--- config.mk ---
export PLATFORM = sky130hd
export DESIGN_NAME = sd_audio
export DESIGN_NICKNAME = d
export VERILOG_FILES = /design/src/rtl/sd_audio_pkg.sv /design/src/rtl/sd_audio_fifo.sv /design/src/rtl/sd_audio.sv
export SDC_FILE = /design/constraint.sdc
export NUM_CORES = 1
export LEC_CHECK = 0
export BUFFER_PORTS_ARGS = -buffer_cell sky130_fd_sc_hd__buf_2
export CAP_MARGIN = 0
export CORE_AREA = 2 2 188 190
export DETAILED_ROUTE_END_ITERATION = 8
export DIE_AREA = 0 0 190 192
export PLACE_DENSITY = 0.63
export SYNTH_ARGS = -nofsm -noshare
export SYNTH_HDL_FRONTEND = slang
export SYNTH_SLANG_ARGS = --single-unit
--- constraint.sdc ---
create_clock -name clk -period 9.3 [get_ports clk]
set_clock_uncertainty 0.1 [all_clocks]
set_input_delay 1.86 -clock clk [delete_from_list [all_inputs] [get_ports clk]]
set_output_delay 1.86 -clock clk [all_outputs]
set_load 0.02 [all_outputs]
--- src/rtl/sd_audio_pkg.sv ---
// sd_audio_pkg: register offsets and bit positions shared by the sd_audio DAC.
package sd_audio_pkg;

  localparam logic [1:0] REG_CTRL   = 2'd0;
  localparam logic [1:0] REG_SAMPLE = 2'd1;
  localparam logic [1:0] REG_STATUS = 2'd2;
  localparam logic [1:0] REG_DIV    = 2'd3;

  localparam int CTRL_RUN       = 0;
  localparam int CTRL_IRQ_EN    = 1;
  localparam int CTRL_THRESH_LO = 4;
  localparam int CTRL_THRESH_HI = 7;
  // writable CTRL bits: RUN, IRQ_EN and LOW_THRESH; CTRL[3:2] read as zero
  localparam logic [7:0] CTRL_MASK = 8'hF3;

  localparam int STAT_EMPTY    = 8;
  localparam int STAT_FULL     = 9;
  localparam int STAT_UNDERRUN = 10;

endpackage

--- src/rtl/sd_audio_fifo.sv ---
// sd_audio_fifo: synchronous sample FIFO with level/full/empty.
// A push to a full FIFO is accepted only when a pop happens in the same cycle.
module sd_audio_fifo #(
  parameter int DEPTH = 16,
  parameter int WIDTH = 16
) (
  input  logic                     clk,
  input  logic                     reset_n,
  input  logic                     push,
  input  logic                     pop,
  input  logic [WIDTH-1:0]         wdata,
  output logic [WIDTH-1:0]         rdata,
  output logic [$clog2(DEPTH):0]   level,
  output logic                     full,
  output logic                     empty
);

  localparam int AW = $clog2(DEPTH);

  logic [WIDTH-1:0] mem [DEPTH];
  logic [AW-1:0]    wptr;
  logic [AW-1:0]    rptr;
  logic             do_push;
  logic             do_pop;

  assign empty   = (level == '0);
  assign full    = (level == (AW+1)'(DEPTH));
  assign do_pop  = pop & ~empty;
  assign do_push = push & (~full | do_pop);
  assign rdata   = mem[rptr];

  // storage array, no reset needed
  always_ff @(posedge clk) begin
    if (do_push) mem[wptr] <= wdata;
  end

  // pointers and occupancy count
  always_ff @(posedge clk or negedge reset_n) begin
    if (!reset_n) begin
      wptr  <= '0;
      rptr  <= '0;
      level <= '0;
    end else begin
      if (do_push) wptr <= wptr + 1'b1;
      if (do_pop)  rptr <= rptr + 1'b1;
      case ({do_push, do_pop})
        2'b10:   level <= level + 1'b1;
        2'b01:   level <= level - 1'b1;
        default: level <= level;
      endcase
    end
  end

endmodule

--- src/rtl/sd_audio.sv ---
// sd_audio: memory-mapped mono sigma-delta audio DAC (PicoRV32 native bus).
// Optional macro SD_AUDIO_SECOND_ORDER_EN selects a second-order modulator;
// the default build uses a first-order modulator.
module sd_audio
  import sd_audio_pkg::*;
#(
  parameter int FIFO_DEPTH = 16,
  parameter int SAMPLE_W   = 16,
  parameter int DIV_RESET  = 1133
) (
  input  logic        clk,
  input  logic        reset_n,
  input  logic        enable,
  input  logic        mem_valid,
  output logic        mem_ready,
  input  logic        mem_instr,
  input  logic [3:0]  mem_wstrb,
  input  logic [31:0] mem_wdata,
  input  logic [31:0] mem_addr,
  output logic [31:0] mem_rdata,
  output logic        left_o,
  output logic        irq_o
);

  localparam int LW = $clog2(FIFO_DEPTH) + 1;

  logic [7:0]          ctrl;
  logic [15:0]         div;
  logic [15:0]         div_cnt;
  logic                tick;
  logic                underrun;
  logic [SAMPLE_W-1:0] sample;
  logic                accept;
  logic                wr;
  logic [1:0]          addr;
  logic [31:0]         rd_word;
  logic                push;
  logic [SAMPLE_W-1:0] head;
  logic [LW-1:0]       level;
  logic                full;
  logic                empty;
  logic                run;
  logic                unused_bits;

  assign unused_bits = ^{mem_instr, mem_addr, mem_wdata};

  assign accept = enable & mem_valid & ~mem_ready;
  assign wr     = |mem_wstrb;
  assign addr   = mem_addr[3:2];
  assign run    = ctrl[CTRL_RUN];
  assign push   = accept & wr & (addr == REG_SAMPLE);
  assign tick   = run & (div_cnt >= div);

  sd_audio_fifo #(.DEPTH(FIFO_DEPTH), .WIDTH(SAMPLE_W)) u_fifo (
    .clk     (clk),
    .reset_n (reset_n),
    .push    (push),
    .pop     (tick),
    .wdata   (mem_wdata[SAMPLE_W-1:0]),
    .rdata   (head),
    .level   (level),
    .full    (full),
    .empty   (empty)
  );

  // read mux for the currently addressed register
  always_comb begin
    rd_word = '0;
    case (addr)
      REG_CTRL:   rd_word = {24'd0, ctrl};
      REG_STATUS: rd_word = {21'd0, underrun, full, empty, 8'(level)};
      REG_DIV:    rd_word = {16'd0, div};
      default:    rd_word = '0;
    endcase
  end

  // bus handshake, read data and CTRL/DIV writes with byte strobes
  always_ff @(posedge clk or negedge reset_n) begin
    if (!reset_n) begin
      mem_ready <= 1'b0;
      mem_rdata <= '0;
      ctrl      <= '0;
      div       <= 16'(DIV_RESET);
    end else begin
      mem_ready <= accept;
      mem_rdata <= (accept && !wr) ? rd_word : '0;
      if (accept && wr) begin
        if (addr == REG_CTRL && mem_wstrb[0]) ctrl <= mem_wdata[7:0] & CTRL_MASK;
        if (addr == REG_DIV) begin
          if (mem_wstrb[0]) div[7:0]  <= mem_wdata[7:0];
          if (mem_wstrb[1]) div[15:8] <= mem_wdata[15:8];
        end
      end
    end
  end

  // underrun flag: set by a tick on an empty FIFO, cleared by write-one to STATUS
  always_ff @(posedge clk or negedge reset_n) begin
    if (!reset_n) begin
      underrun <= 1'b0;
    end else if (tick && empty) begin
      underrun <= 1'b1;
    end else if (accept && wr && addr == REG_STATUS && mem_wstrb[1] &&
                 mem_wdata[STAT_UNDERRUN]) begin
      underrun <= 1'b0;
    end
  end

  // sample-rate divider counting 0..div, held at zero while stopped
  always_ff @(posedge clk or negedge reset_n) begin
    if (!reset_n)  div_cnt <= '0;
    else if (!run) div_cnt <= '0;
    else if (tick) div_cnt <= '0;
    else           div_cnt <= div_cnt + 1'b1;
  end

  // current sample: load FIFO head on tick, otherwise keep the last one
  always_ff @(posedge clk or negedge reset_n) begin
    if (!reset_n)           sample <= '0;
    else if (tick && !empty) sample <= head;
  end

  // low-level refill interrupt
  always_ff @(posedge clk or negedge reset_n) begin
    if (!reset_n) irq_o <= 1'b0;
    else irq_o <= ctrl[CTRL_IRQ_EN] & run &
                  (int'(level) <= int'(ctrl[CTRL_THRESH_HI:CTRL_THRESH_LO]));
  end

`ifdef SD_AUDIO_SECOND_ORDER_EN
  localparam int MW = SAMPLE_W + 2;
  localparam logic signed [MW-1:0] FB_POS = {3'b001, {(SAMPLE_W-1){1'b0}}};
  localparam logic signed [MW-1:0] FB_NEG = -FB_POS;

  logic signed [MW-1:0] int1;
  logic signed [MW-1:0] int2;
  logic signed [MW-1:0] int1_next;
  logic signed [MW-1:0] int2_next;
  logic signed [MW-1:0] x_ext;
  logic signed [MW-1:0] fb;

  assign x_ext     = {{2{sample[SAMPLE_W-1]}}, sample};
  assign fb        = left_o ? FB_POS : FB_NEG;
  assign int1_next = int1 + x_ext - fb;
  assign int2_next = int2 + int1_next - fb;

  // second-order error-feedback loop; output bit is the sign of integrator 2
  always_ff @(posedge clk or negedge reset_n) begin
    if (!reset_n || !run) begin
      int1   <= '0;
      int2   <= '0;
      left_o <= 1'b0;
    end else begin
      int1   <= int1_next;
      int2   <= int2_next;
      left_o <= ~int2_next[MW-1];
    end
  end
`else
  logic [SAMPLE_W-1:0] acc;
  logic [SAMPLE_W:0]   acc_sum;

  // offset-binary input: MSB inverted, carry out is the bitstream
  assign acc_sum = {1'b0, acc} + {1'b0, ~sample[SAMPLE_W-1], sample[SAMPLE_W-2:0]};

  // first-order accumulator and registered carry output
  always_ff @(posedge clk or negedge reset_n) begin
    if (!reset_n) begin
      acc    <= '0;
      left_o <= 1'b0;
    end else if (!run) begin
      acc    <= '0;
      left_o <= 1'b0;
    end else begin
      acc    <= acc_sum[SAMPLE_W-1:0];
      left_o <= acc_sum[SAMPLE_W];
    end
  end
`endif

endmodule

==> qor.txt, run 1 <==
Setup slack after placement: 4.46 ns
Port Buffers: 44
Leakage Power: 6.39 nW
HPWL Detailed: 20400 um
Number of synthesized flops with an enable pin: 256
Top cells by count, synth: edfxtp_1, dfrtp_1, mux4_2
Post-synthesis mux area share: 0.137
Post-Syn Area: 15400 um2
Mean Syn Cell Area: 16.3 um2
Die width: 190 um
Status: complete, no violations
Die Area: 36500 um2
CTS Hold Bufs: 0
Max Root-Sink Buffers: 3
Largest net degree at the start of global routing: 59
RSZ-0062 raised after global routing: false
Library cells used by synthesis: 61
Root Buffer: clkbuf_16
Synth area leader: edfxtp_1
Pins over their slew limit: 0
DR pass1 iterations: 5
Seq/Total Area, Yosys: 0.669
CP Launch Point: mem_valid
CP Capture Point: u_fifo.mem[7][8]$_DFFE_PP_
Fmax: 231 MHz
Vias in the first global route: 8276
Crit end category: flip-flop
Die Ht: 192 um
Reg2Reg Setup Slack: 5.57 ns
Stages on worst setup path: 5
XOR/XNOR Fraction of Synth Area: 0.0182
Adder-cell area share of the yosys netlist: 0.0393
Setup ws final: 4.97 ns
Final min period: 4.33 ns
Starting Density: 0.448
Maxcap violations: 0
Grt ovf: 0
Setup Buffers After CTS: 0
Clock transition at the registers of the reported paths: 0.06 ns
Number of fill cells in the layout: 2826
CP required: 9.34 ns
DRT iter0 DRCs: 699
Compound-cell area share of the yosys netlist: 0.0456
Share of layout cells above drive strength 1: 0.239
Critical path, cell by cell: buf_2 > and3b_1 > nand4bb_1 > a21oi_2 > and4_1
CTS tree: built
Setup TNS: 0 ns
Area Overhead vs Synth: 12.9%
Maximum vdd drop: 167 uV
Worst R2R Path Depth: 5
Crit Path Class: input port to flip-flop
Worst path top cell family by delay: simple AND/OR/NAND/NOR gates
Async SR Flop Fraction: 0.287
PwrDens: 208 nW/um2
Multi-input logic area: 4800 um2
Worst slew pin tran: 1.18 ns
Area share of the largest cell type after synthesis: 0.500
Antenna violation net count after detailed routing: 0
Largest family of logic cells by synthesized area: multiplexers
Top FF cell, synth: edfxtp_1
Period utilization: 0.465
Crit Reg-Reg Startpoint: ctrl[0]$_DFFE_PN0P_
Seq cells post-synth: 359
Clock buffer count from CTS: 39
Nets: 1129
Max-slew headroom: 0.215
Worst Path Arrival: 4.36 ns
Top-count cell post-synth: edfxtp_1
Register area: 10300 um2
Hold Vio Cnt, Final: 0
WP buf/inv: 1
HP Class: flip-flop to flip-flop
RR Endpoint: u_fifo.mem[7][8]$_DFFE_PP_
IO Pins: 108
Simple logic cell fraction of the synthesized area: 0.0635
First-pass GRT wire length: 50100 um
Top cells by area, synth: edfxtp_1, dfrtp_1, mux4_2, ha_1, mux2_2
CP Max Fanout: 16
CP max-delay cell: and4_1
Largest stage delay, worst path: 1.04 ns
H-tree levels: 2
Yosys warning count: 0
Core area: 34300 um2
Cells after Synth: 941
Sink Count: 359
Setup-failing EPs final: 0
RePlAce Congestion: 0.771
Initial antenna violation count: 3
Wirelength per Cell: 21.7 um
Vias per cell: 5.49
CTS resizes: 0
Site Rows: 68
Routed wire length: 32500 um
DRC Markers: 0
Startpoint types: input port
Vias: 8205
Clock Latency Late Sink: 0.54 ns
GR Util All Layers: 0.185
## where the power goes
part	switching, W	leakage [nW]	internal (W)
combinational	0.000196	2.16	0.000115
clock	0.000626	0.584	0.000813
sequential	0.0000751	3.65	0.00179
total	0.000897	6.39	0.00271
## registers in the layout (all words and copies together) (netlist names)
| signal | flops |
|---|---|
| u_fifo.wptr | 4 |
| left_o | 1 |
| acc | 16 |
| div_cnt | 16 |
| div | 16 |
| ctrl | 6 |
| sample | 16 |
| mem_ready | 1 |
| u_fifo.mem | 256 |
| irq_o | 1 |
| u_fifo.level | 5 |
| underrun | 1 |
| u_fifo.rptr | 4 |
| mem_rdata | 16 |
## per-stage QoR
step / utilization / cell area (um2) / hold slack [ns] / cells / power, W
floorplan: - / 15400 / 0.364 / 956 / 0.00208
global placement: 0.471 / 16100 / 0.397 / 1423 / 0.00219
detailed placement: 0.471 / 16100 / 0.405 / 1423 / 0.00220
CTS: 0.506 / 17300 / 0.421 / 1493 / 0.00364
global route: 0.506 / 17300 / 0.436 / 1494 / 0.00376
finish: 0.506 / 17300 / 0.418 / 1494 / 0.00361
## worst reg2reg max path, stage by stage, from the launching register on
cell	delay (ns)
dfrtp_1	0.71
inv_2	0.31
or3_1	0.55
o21a_1	0.32
a21oi_2	0.30
and4_1	1.04
## metal layers
metal | track usage | up-vias | part of all wire
met2 | 0.297 | 231 | 0.47
met1 | 0.267 | 4195 | 0.46
li1 | - | 3738 | -
met5 | 0 | - | 0
met4 | 0.0480 | 0 | 0.018
met3 | 0.0252 | 41 | 0.054
## layout by cell type (no fill, tap or decap), types with 10 or more instances in the layout
cell	count
conb_1	16
nand3_1	12
mux2_2	21
ha_1	45
o21ai_0	41
nand2_1	56
xnor2_1	17
clkbuf_16	39
a21oi_1	21
nand4_1	10
nor3_1	12
edfxtp_1	256
buf_2	43
xor2_1	15
dfrtp_1	95
buf_4	22
clkbuf_1	11
nor2_1	58
inv_1	31
mux4_2	80
## final cells by class
cell class | instances | share of cell area
inverter | 32 | 0.00693
antenna | 1 | 0.000144
clock buffer | 50 | 0.0587
sequential | 359 | 0.593
tap | 455 | 0.0328
clock inverter | 20 | 0.00989
timing repair buffer | 65 | 0.0219
multi-input combinational | 512 | 0.277
## worst min path at each step
stage / start / end / slack (ns) / cells after the start
6_report: sample[13]$_DFFE_PN0P_ / sample[13]$_DFFE_PN0P_ / 0.42 / 1
2_1_floorplan: underrun$_DFFE_PN0P_ / underrun$_DFFE_PN0P_ / 0.36 / 2
3_3_place_gp: sample[15]$_DFFE_PN0P_ / sample[15]$_DFFE_PN0P_ / 0.40 / 1
3_5_place_dp: sample[13]$_DFFE_PN0P_ / sample[13]$_DFFE_PN0P_ / 0.40 / 1
4_1_cts: sample[13]$_DFFE_PN0P_ / sample[13]$_DFFE_PN0P_ / 0.42 / 1
5_1_grt: sample[14]$_DFFE_PN0P_ / sample[14]$_DFFE_PN0P_ / 0.44 / 1
## logic make-up (layout without fill, tap and decap cells)
logic type                 Yosys count  after routing
DFF                                359            359
and+or+nand+nor                    200            200
AOI/OAI and AO/OA                  110            110
muxes                              107            107
buffers and inverters               85            167
adders and majority gates           47             47
xor gates and xnor gates            32             32
other                                1             17
(Power assumes the default switching activity.)
==> run 2, diff against run 1 <==
==> constraint.sdc (replaced) <==
create_clock -name clk -period 4.3 [get_ports clk]
set_clock_uncertainty 0.1 [all_clocks]
set_input_delay 0.86 -clock clk [delete_from_list [all_inputs] [get_ports clk]]
set_output_delay 0.86 -clock clk [all_outputs]
set_load 0.02 [all_outputs]
==> run 2 against run 1 <==
Wire length is 0.25% lower. Count of clock-buffer cells in the layout is 4 higher. Final cell count is 0.40% higher. Total power is 120% higher. Combinational power is 120% higher. Via count is 0.82% higher. Utilization is 0.58 points higher. Critical path depth is 10 higher. Flip-flop and latch count stayed put. Hold slack worse by 0.19 ns. First-iteration DRC count is 11% lower. Largest power group unchanged. Highest routed layer unchanged.
==> qor.txt, run 2 (synthesis results as in run 1) <==
Hold Vio Cnt, Final: 0 (unchanged)
Leading cell types in the layout, fill and taps excluded: edfxtp_1, dfrtp_1, mux4_2
Clock Latency Late Sink: 0.54 ns (about the same)
Nets: 1135 (+0.53%)
Status: complete, no violations
Setup Buffers After CTS: 0 (unchanged)
DR pass1 iterations: 4 (-1)
Switch Pwr: 0.00191 W (+110%)
Vias per cell: 5.51 (+0.41%)
Root Buffer: clkbuf_16
RSZ-0062 raised after global routing: false
Sequential power share: 0.496 (-0.019)
Total power: 0.00808 W (+120%)
GR Util All Layers: 0.184 (-0.000274)
Final Util: 0.511 (+0.00577)
Top reg by flops: u_fifo.mem
H-tree levels: 2 (unchanged)
Fraction of power consumed by the clock network: 0.420 (+0.021)
Routed wire length: 32400 um (-0.25%)
First-pass GRT wire length: 50200 um (+0.21%)
CTS resizes: 0 (unchanged)
CTS Hold Bufs: 0 (unchanged)
Max Root-Sink Buffers: 3 (unchanged)
Initial antenna violation count: 0 (-3)
Largest net degree at the start of global routing: 60 (+1.7%)
PwrDens: 461 nW/um2 (+120%)
Most common cell after layout, fill and taps aside: edfxtp_1
Grt ovf: 0 (unchanged)
Vias: 8272 (+0.82%)
HP Class: input port to async pin
Wirelength per Cell: 21.6 um (-0.65%)
Crit Reg-Reg Startpoint: div[2]$_DFFE_PN1P_
Number of fill cells in the layout: 2798 (-0.99%)
RePlAce Congestion: 0.791 (+2.6%)
Period utilization: 0.854
Maximum vdd drop: 377 uV (+130%)
Clock buffer count from CTS: 39 (unchanged)
IO Pins: 108 (unchanged)
Antenna violation net count after detailed routing: 0 (unchanged)
Area Overhead vs Synth: 14.2%
Die width: 190 um (unchanged)
Starting Density: 0.448 (unchanged)
DRT iter0 DRCs: 625 (-11%)
Final min period: 3.67 ns
Maxcap violations: 0 (unchanged)
RR Endpoint: u_fifo.level[4]$_DFFE_PN0P_
Logic pwr share: 0.084 (-0.002)
N_diodes: 0 (-1)
CP Max Fanout: 8 (-8)
Site Rows: 68 (unchanged)
Setup-failing EPs final: 0 (unchanged)
Startpoint types: flip-flop
CTS tree: built
Die Area: 36500 um2 (unchanged)
Vias in the first global route: 8306 (+0.36%)
Crit end category: flip-flop
Leakage Power: 6.47 nW (+1.2%)
Worst R2R Path Depth: 15 (+10)
Max reg flops: 256 (unchanged)
Port Buffers: 44 (unchanged)
Setup TNS: 0 ns (unchanged)
Max-slew headroom: 0.238 (+0.0222)
Core area: 34300 um2 (unchanged)
HPWL Detailed: 20700 um (+1.7%)
Sink Count: 359 (unchanged)
Crit Path Class: flip-flop to flip-flop
Die Ht: 192 um (unchanged)
Clock transition at the registers of the reported paths: 0.06 ns (about the same)
DRC Markers: 0 (unchanged)
Cell Int Power: 0.00616 W (+130%)
Fmax: 272 MHz
Reg2Reg Setup Slack: 0.63 ns (-4.94 ns)
Pins over their slew limit: 0 (unchanged)
Worst Path Arrival: 3.98 ns (-0.38 ns)
CP required: 4.61 ns (-4.73 ns)
Share of layout cells above drive strength 1: 0.244 (+0.00510)
Switching Share: 0.237 (-0.0116)
Worst slew pin tran: 1.14 ns (-0.0351 ns)
## run 2: cell count changes in the layout (fill, tap and decap cells not counted), sizes merged, moves of 2 or more
cell,delta
buf,+6
bufinv,+4
clkbuf,+4
inv,-2
clkinvlp,+3
clkinv,-8
## run 2: final cells by class
type | count | area [um2] | area share
Inverter | 32 | 120 | 0.00685
Clock buffer | 54 | 1060 | 0.0606
Timing Repair Buffer | 71 | 450 | 0.0257
Multi-Input combinational cell | 512 | 4800 | 0.274
Tap cell | 455 | 569 | 0.0325
Clock inverter | 17 | 256 | 0.0146
Sequential cell | 359 | 10300 | 0.586
## run 2: routing by layer
metal,share of wire,track usage,vias up,routed length [um]
li1,-,-,3753,-
met1,0.44,0.258,4267,14400
met2,0.49,0.304,203,15700
met3,0.050,0.0281,49,1630
met4,0.020,0.0480,0,641
met5,0,0,-,0
## run 2: worst max path at each step
stage	startpoint	end	slack, ns	cells after the start
floorplan	div[10]$_DFFE_PN1P_	u_fifo.mem[2][0]$_DFFE_PP_	0.12	8
global placement	mem_wstrb[1]	u_fifo.level[4]$_DFFE_PN0P_	0.66	12
detailed placement	div[2]$_DFFE_PN1P_	u_fifo.level[4]$_DFFE_PN0P_	0.61	15
CTS	div[2]$_DFFE_PN1P_	u_fifo.level[4]$_DFFE_PN0P_	0.59	15
global route	div[2]$_DFFE_PN1P_	u_fifo.level[4]$_DFFE_PN0P_	0.20	15
finish	div[2]$_DFFE_PN1P_	u_fifo.level[4]$_DFFE_PN0P_	0.63	15
## run 2: power by group through the flow
| stage | combinational, W | sequential (W) | clock [W] |
|---|---|---|---|
| after floorplan | 0.000483 | 0.00401 | 0 |
| after global placement | 0.000669 | 0.00407 | 0 |
| after detailed placement | 0.000688 | 0.00407 | 0 |
| after CTS | 0.000691 | 0.00400 | 0.00345 |
| after global routing | 0.000785 | 0.00403 | 0.00359 |
| final | 0.000682 | 0.00400 | 0.00339 |
## run 2: metrics by stage
| stage | instance area (um2) | instances | worst slack (ns) | hold slack, ns |
|---|---|---|---|---|
| 2_1_floorplan | 15400 | 956 | 0.118 | 0.364 |
| 3_3_place_gp | 16200 | 1429 | 0.664 | 0.394 |
| 3_5_place_dp | 16200 | 1429 | 0.606 | 0.399 |
| 4_1_cts | 17500 | 1500 | 0.593 | 0.242 |
| 5_1_grt | 17500 | 1500 | 0.196 | 0.281 |
| 6_report | 17500 | 1500 | 0.626 | 0.233 |
## run 2: critical path: stages (launching register included)
cell and delay, ns:
dfstp_2 0.53, inv_1 0.05, ha_1 0.30, a211oi_1 0.20
o21ai_0 0.13, a21oi_1 0.57, o21ai_4 0.21, nand2_1 0.17
inv_1 0.10, ha_1 0.32, nor2b_1 0.14, o21ai_0 0.13
nand2b_1 0.15, nand2b_1 0.17, o221ai_1 0.17, o211ai_1 0.11
